File: src/rtl/mul_seq_24bit.sv
// Iterative 24-bit unsigned shift-and-add multiplier; one partial product per clock through an external CLA adder.
// Vectors are [WIDTH-1:0]; the upstream MSB-first numbering (bit 0 = MSB) maps to index WIDTH-1 here.
module mul_seq_24bit #(
  parameter int WIDTH = 24,
  parameter int CNT_W = 5
) (
  input  logic             clk,
  input  logic             rst,
  input  logic             start,
  input  logic [WIDTH-1:0] a,
  input  logic [WIDTH-1:0] b,
  output logic             busy,
  output logic             done,
  output logic [WIDTH-1:0] p_hi,
  output logic [WIDTH-1:0] p_lo,
  output logic [WIDTH-1:0] add_a,
  output logic [WIDTH-1:0] add_b,
  output logic             add_cin,
  input  logic [WIDTH-1:0] add_s,
  input  logic             add_cout
);

  typedef enum logic [1:0] {
    ST_IDLE = 2'd0,
    ST_RUN  = 2'd1,
    ST_DONE = 2'd2
  } state_e;

  state_e             state_q, state_d;
  logic [WIDTH-1:0]   mcand_q, mcand_d;
  logic [WIDTH-1:0]   hi_q, hi_d;
  logic [WIDTH-1:0]   lo_q, lo_d;
  logic [CNT_W-1:0]   cnt_q, cnt_d;

  // State and datapath registers with synchronous reset
  always_ff @(posedge clk) begin
    if (rst) begin
      state_q <= ST_IDLE;
      mcand_q <= {WIDTH{1'b0}};
      hi_q    <= {WIDTH{1'b0}};
      lo_q    <= {WIDTH{1'b0}};
      cnt_q   <= {CNT_W{1'b0}};
    end else begin
      state_q <= state_d;
      mcand_q <= mcand_d;
      hi_q    <= hi_d;
      lo_q    <= lo_d;
      cnt_q   <= cnt_d;
    end
  end

  // Next-state and datapath update; the adder carry becomes the new product MSB
  always_comb begin
    state_d = state_q;
    mcand_d = mcand_q;
    hi_d    = hi_q;
    lo_d    = lo_q;
    cnt_d   = cnt_q;
    case (state_q)
      ST_IDLE: begin
        if (start) begin
          mcand_d = a;
          lo_d    = b;
          hi_d    = {WIDTH{1'b0}};
          cnt_d   = {CNT_W{1'b0}};
          state_d = ST_RUN;
        end else begin
          state_d = ST_IDLE;
        end
      end
      ST_RUN: begin
        hi_d  = {add_cout, add_s[WIDTH-1:1]};
        lo_d  = {add_s[0], lo_q[WIDTH-1:1]};
        cnt_d = cnt_q + {{(CNT_W-1){1'b0}}, 1'b1};
        if (cnt_q == CNT_W'(WIDTH - 1)) begin
          state_d = ST_DONE;
        end else begin
          state_d = ST_RUN;
        end
      end
      ST_DONE: begin
        state_d = ST_IDLE;
      end
      default: begin
        state_d = ST_IDLE;
      end
    endcase
  end

  // Output decode: status from state, adder operands from the running product
  always_comb begin
    busy    = (state_q == ST_RUN);
    done    = (state_q == ST_DONE);
    p_hi    = hi_q;
    p_lo    = lo_q;
    add_a   = hi_q;
    add_cin = 1'b0;
    if ((state_q == ST_RUN) && lo_q[0]) begin
      add_b = mcand_q;
    end else begin
      add_b = {WIDTH{1'b0}};
    end
  end

endmodule

File: config.mk
export PLATFORM = sky130hd
export DESIGN_NAME = mul_seq_24bit
export DESIGN_NICKNAME = d
export VERILOG_FILES = /design/src/rtl/mul_seq_24bit.sv
export SDC_FILE = /design/constraint.sdc
export NUM_CORES = 1
export LEC_CHECK = 0
export ABC_CLOCK_PERIOD_IN_PS = 1500
export BUFFER_PORTS_ARGS = -buffer_cell sky130_fd_sc_hd__buf_4
export CAP_MARGIN = 25
export CORE_MARGIN = 3
export CORE_UTILIZATION = 41
export DETAILED_ROUTE_END_ITERATION = 16
export MAX_ROUTING_LAYER = met4
export PLACE_DENSITY = 0.74
export SETUP_SLACK_MARGIN = 0.2
export SYNTH_ARGS = -nofsm -noshare
export SYNTH_HDL_FRONTEND = slang
export SYNTH_SLANG_ARGS = --single-unit
File: constraint.sdc
create_clock -name clk -period 1.5 [get_ports clk]
set_input_delay 0.45 -clock clk [delete_from_list [all_inputs] [get_ports clk]]
set_output_delay 0.45 -clock clk [all_outputs]
set_load 0.005 [all_outputs]
==> results of run 1 <==
## sequential cells by signal, summed over array words and instances, names as in the netlist
name / count
state_q: 2
p_lo: 24
cnt_q: 5
add_a: 24
mcand_q: 24
## routing by layer
| metal | vias to the layer above | share of wire [%] | track usage [%] |
|---|---|---|---|
| met5 | - | 0 | - |
| met4 | 0 | 2.0 | 7.983 |
| met3 | 29 | 8.4 | 4.600 |
| met2 | 239 | 51 | 38.53 |
| met1 | 1913 | 38 | 30.74 |
| li1 | 1795 | - | - |
## worst register-to-register path: cells and delay by family, from the launching register on
family / cells / cell delay [ns]
buffers and inverters: 8 / 0.97
flip-flops: 1 / 0.35
AND/OR/NAND/NOR: 2 / 0.28
AO/OA/AOI/OAI: 1 / 0.13
## cell type report
class	instances	area (um^2)
Clock buffer	11	141.4
Fill cell	428	1481
Clock inverter	5	57.56
Timing Repair Buffer	253	2605
Sequential cell	79	1673
Multi-Input combinational cell	266	2210
Tap cell	105	131.4
## report_power, final
part	switching, W	internal (W)
sequential	0.000163	0.00228
clock	0.000825	0.000816
combinational	0.000849	0.00121
total	0.00184	0.00431
## through the flow
stage	instance area (um^2)	util (%)	TNS [ns]	cells	worst slack (ns)
4_1_cts	6000	72.29	-10.16	693	-0.3325
3_5_place_dp	4837	58.28	-0.02847	640	-0.01066
2_1_floorplan	3621	-	0	403	0.09338
3_3_place_gp	4837	58.28	0	640	0.01578
6_report	6818	82.15	-22.99	719	-0.4375
5_1_grt	6818	82.15	-26.07	719	-0.4612
## cells in the mapped netlist
library cell,n
dfxtp_1,79
a22o_1,25
nand2b_1,24
a21oi_1,48
buf_1,2
nor2_1,27
nand4_1,1
ha_1,1
or3b_1,21
nand2_1,49
nand4b_1,1
buf_4,28
or3b_4,1
nor3b_1,1
nor2_2,1
buf_6,7
nor2b_1,1
buf_2,6
o2bb2ai_1,1
mux2_2,1
nand3_1,1
conb_1,1
a211oi_1,2
a21o_1,1
nor3_1,23
and3_1,24
o21ba_2,1
or3b_2,3
clkbuf_1,15
nor3_2,1
o21ai_1,1
and2b_1,1
a311oi_1,1
nor3b_4,2
mux2i_1,1
## cells by family (layout without fill, tap and decap cells)
logic type,after synthesis,in the layout
AOI/OAI and AO/OA,80,80
other,1,1
DFF,79,79
and+or+nand+nor,182,182
muxes,2,2
adders and majority gates,1,1
buffers and inverters,58,269
## cells in the final DEF, fill, tap and decap left out, types with 18 or more instances in the layout
cell / count
nand2_1: 19
a22o_1: 25
nand2_4: 18
and3_4: 18
dfxtp_1: 34
buf_4: 176
dfxtp_2: 31
buf_6: 42
nor2_4: 18
nand2b_1: 24
nor3_1: 19
a21oi_2: 33
## worst paths after layout
| kind | startpoint | endpoint | cells after the start |
|---|---|---|---|
| worst max-delay path | state_q[1]$_SDFF_PP0_ | add_b[18] | 4 |
| worst min-delay path | add_s[17] | add_a[16]$_SDFFE_PP0P_ | 2 |
| worst max register to register | state_q[0]$_SDFF_PP0_ | mcand_q[6]$_SDFFE_PP0P_ | 11 |
| worst min register to register | mcand_q[22]$_SDFFE_PP0P_ | mcand_q[22]$_SDFFE_PP0P_ | 2 |
## what timing repair did
item | 4_1_cts | 5_1_grt
pin swaps | 65 | 36
gates resized for setup | 121 | 161
endpoints found under the setup margin | 124 | 141
cloned | 14 | 5
buffers inserted | 23 | 21
==> key figures, run 1 <==
Clock network
  • CTS Buf Count: 9
  • Clock-pin slew on the worst setup and hold paths: 0.09 ns
  • CTS tree: built
  • Clock Sinks: 79
  • CTS H-tree lvls: 3
  • CTS hold repair buffers: 0
  • Clk Tree Root Cell: clkbuf_8
  • CTS Buffer Depth: 2
  • Skew-Pair Late Insertion Delay: 0.36 ns

Global route
  • Initial antenna violation count: 0
  • Vias in the first global route: 3633
  • Total global routing overflow: 0
  • Pin count of the biggest net entering global routing: 31
  • First-pass GRT wire length: 18550 um
  • Tot GR Track Use: 24.12%

STA
  • Setup violators final: 104
  • RSZ-0062 raised after global routing: yes
  • Final slew viol count: 0
  • WHS: 0.3072 ns
  • Minimum clock period: 1.938 ns
  • Setup slack after layout: -0.4375 ns
  • Final hold vios: 0
  • Tcrit/Tclk final: 129.2%
  • Fmax achieved: 516.1 MHz
  • Worst Skew: 0.01390 ns

Worst setup path
  • CP arrival: 1.49 ns
  • Reg-to-reg slack, setup: -0.29 ns
  • CP bufs+invs: 2
  • Critical path launch point type: flop
  • Critical path fanouts, max: 13
  • CP Class: reg2out
  • Worst path cell trace: and2b_4, clkbuf_16, and3_1, buf_4
  • Slowest stage delay, CP: 0.33 ns
  • Crit path max-delay family: simple AND/OR/NAND/NOR gates
  • CP max-delay cell: dfxtp_2
  • CP Data Required Time: 1.05 ns
  • Setup crit end kind: output pin

Floorplanning
  • Io pins: 175
  • Die ar.: 0.009768 mm^2
  • Die Ht: 98.84 um
  • Row count: 33
  • Initial Utilization: 42.58%
  • Die W: 98.84 um
  • Core area: 0.008299 mm^2

Detailed routing
  • Via density: 5.530
  • Residual DRC: 0
  • Final antenna-violating net count: 0
  • Wire per inst: 20.73 um
  • DR iter-0 viols: 161
  • DRT Pass-1 Iters: 4
  • Vias post-DR: 3976
  • Post-Route WL: 14910 um

Synth
  • Largest family of logic cells by synthesized area: simple AND/OR/NAND/NOR gates
  • Complex-gate fraction of the synthesized area: 14.55%
  • Yosys warns: 0
  • Seq/Total Area, Yosys: 44.76%
  • Syn avg cell area: 8.768 um^2
  • Synth area leader: dfxtp_1
  • Post-Synthesis Cells: 403
  • Synth Area in Simple Gates: 28.79%
  • Multiplexer share of the synthesized area: 0.6020%
  • Synth area leaders: dfxtp_1 (45%), a21oi_1 (6.8%), a22o_1 (6.2%), buf_4 (5.9%), nand2_1 (5.2%)
  • #FFs+latches synth: 79
  • Syn nets: 480
  • Cell Area, Synth: 0.003533 mm^2
  • Cell variety after synth: 35
  • Share of the synthesized area in the top cell type: 44.76%
  • Post-synthesis xor/xnor area fraction: 0%
  • Post-synthesis adder-cell area fraction: 0.3541%

Placement
  • Count of input and output buffers: 173
  • RePlAce Congestion: 0.8310
  • Placed wire-length estimate: 6609 um

Outcome
  • Status: finished, violations left
  • Failing checks: negative setup slack

Cells and area
  • Final #Nets: 686
  • Layout cell share with drive strength beyond 1: 72.64%
  • Area delta synth->final: 92.95%
  • Number of antenna cells inserted: 0

Pwr
  • Pwr Density: 901.1 mW/mm^2
  • Total power: 0.006144 W
  • Leak Pwr: 3.060 nW
  • Peak supply drop: 0.6191 mV

Run
  • Max-cap violations: 0

Worst hold path
  • Worst min path class: in2reg
(Power assumes the default switching activity.)
==> run 2: changes to the inputs <==
- CORE_UTILIZATION: 41 -> 30
- PLACE_DENSITY: 0.74 -> 0.56
==> run 2 against run 1 <==
Effect of this change:
- the flow still finishes with violations (negative setup slack)
- setup slack improved by 0.076 ns
- register-to-register slack better by 0.26 ns
- sequential share of layout area is 4.3 points higher
- critical path depth did not move
- hold slack better by 0.016 ns
- cell count is 1.9% lower
- via count decreased by 14%
- wire length fell by 27%
- fmax rose by 4.1%
- critical path type unchanged
- largest power group unchanged
==> key figures, run 2 (synthesis gave the netlist of run 1 again) <==
Outcome
  • Status: finished, violations left
  • Failing checks: negative setup slack

STA
  • Fmax achieved: 537.1 MHz
  • RSZ-0062 raised after global routing: yes
  • Minimum clock period: 1.862 ns
  • Worst Skew: 0.005887 ns
  • Setup slack after layout: -0.3619 ns
  • Sum Neg Setup Slack: -8.338 ns
  • Setup violators final: 31
  • Final hold vios: 0
  • Tcrit/Tclk final: 124.1%
  • Final slew viol count: 0

Global route
  • First-pass GRT wire length: 16140 um
  • Vias in the first global route: 3302
  • Pin count of the biggest net entering global routing: 41
  • Initial antenna violation count: 0
  • Total global routing overflow: 0
  • Tot GR Track Use: 15.93%

Worst setup path
  • CP Class: reg2out
  • Path depth of the worst reg2reg path: 7
  • Worst path cell trace: and2b_1, buf_12, and3_1, buf_4
  • Reg-to-Reg Start: state_q[0]$_SDFF_PP0_
  • CP bufs+invs: 2
  • Critical path launch point type: flop
  • Slowest stage delay, CP: 0.32 ns
  • CP Data Required Time: 1.05 ns
  • Critical path fanouts, max: 30
  • CP arrival: 1.41 ns
  • Terminus of the critical flop-to-flop path: p_lo[22]$_SDFFE_PP0P_
  • Setup crit end kind: output pin
  • Crit path max-delay family: simple AND/OR/NAND/NOR gates
  • CP max-delay cell: dfxtp_2
  • Reg-to-reg slack, setup: -0.03 ns

Pwr
  • Leak Pwr: 2.593 nW
  • Pwr Density: 1049 mW/mm^2
  • Peak supply drop: 0.8578 mV

Cells and area
  • Commonest non-fill, non-tap cells in the layout: buf_4 (175), nand2_1 (47), dfxtp_1 (39), dfxtp_2 (38), a21oi_1 (30)
  • Most common cell after layout, fill and taps aside: buf_4
  • Filler Cell Count: 1086
  • Area delta synth->final: 60.73%
  • Post-route cell area: 0.005679 mm^2
  • Sequential Area: 0.001637 mm^2
  • Multi-input logic area: 0.001752 mm^2
  • Number of antenna cells inserted: 0
  • Non-filler cells, final: 705
  • Final Core Density: 49.53%
  • Final #Nets: 635
  • Layout cell share with drive strength beyond 1: 54.80%

Placement
  • Dpl cells: 675
  • Placed cell areas: 0.004900 mm^2
  • RePlAce Congestion: 0.7527
  • DP Worst Slack: 0.001153 ns
  • Placed wire-length estimate: 6871 um
  • Count of input and output buffers: 173

Worst hold path
  • WHS Endpoint: add_a[23]$_SDFFE_PP0P_
  • Worst min path class: in2reg
  • Hold Path Depth: 2
  • Hold Crit Start: add_cout

Detailed routing
  • Via density: 4.824
  • DR iter-0 viols: 125
  • Wire per inst: 15.38 um
  • Post-Route WL: 10840 um
  • DRT Pass-1 Iters: 4
  • Final antenna-violating net count: 0
  • Vias post-DR: 3401
  • Residual DRC: 0

Clock network
  • CTS hold repair buffers: 0
  • Clk Tree Root Cell: clkbuf_16
  • CTS H-tree lvls: 3
  • CTS Buffer Depth: 2
  • Clock-pin slew on the worst setup and hold paths: 0.06 ns
  • CTS tree: built
  • Clock Sinks: 79
  • CTS Buf Count: 9
  • Skew-Pair Late Insertion Delay: 0.34 ns

Floorplanning
  • Row count: 39
  • Die W: 114.5 um
  • Die ar.: 0.01312 mm^2
  • Io pins: 175
  • Die Ht: 114.5 um
  • Core area: 0.01147 mm^2
  • Initial Utilization: 30.81%

Run
  • Max-cap violations: 0
run 2: what timing repair did:
action,4_1_cts,5_1_grt
pin swaps,1,41
resized for setup,28,67
cloned,3,3
endpoints found under the setup margin,115,139
setup buffers,2,7
run 2: area by class of cell:
type | count | area share, %
repair buffers | 202 | 31.92
flip-flops and latches | 79 | 28.82
multi-input cells | 266 | 30.84
well taps | 143 | 3.150
clock inverters | 3 | 0.7491
clock buffers | 12 | 4.516
run 2: stage by stage:
stage	hold WS, ns	total power (W)
after floorplan	0.4319	0.003005
after global placement	0.4366	0.003486
after detailed placement	0.4422	0.003502
after CTS	0.3088	0.005856
after global routing	0.3157	0.006253
final	0.3232	0.005956
run 2: how the worst max path moves through the flow:
stage,start,end,slack (ns),depth (start not counted)
floorplan,state_q[0]$_SDFF_PP0_,add_b[10],0.09,4
global placement,start,mcand_q[3]$_SDFFE_PP0P_,0.02,5
detailed placement,start,mcand_q[4]$_SDFFE_PP0P_,0.001,5
CTS,state_q[0]$_SDFF_PP0_,add_b[19],-0.36,4
global route,state_q[1]$_SDFF_PP0_,add_b[19],-0.41,4
finish,state_q[1]$_SDFF_PP0_,add_b[19],-0.36,4
run 2: per-layer routing:
| metal | up-vias | track usage, % | wire length, um |
|---|---|---|---|
| met5 | - | - | 0 |
| met3 | 11 | 4.968 | 709 |
| met4 | 0 | 4.513 | 121 |
| met1 | 1610 | 19.36 | 4650 |
| li1 | 1672 | - | - |
| met2 | 108 | 25.46 | 5361 |
run 2: power by group:
part	internal [W]	total, W	switching [W]
clock network	0.00137	0.00222	0.000849
registers	0.00229	0.00241	0.000127
logic	0.000793	0.00133	0.000533
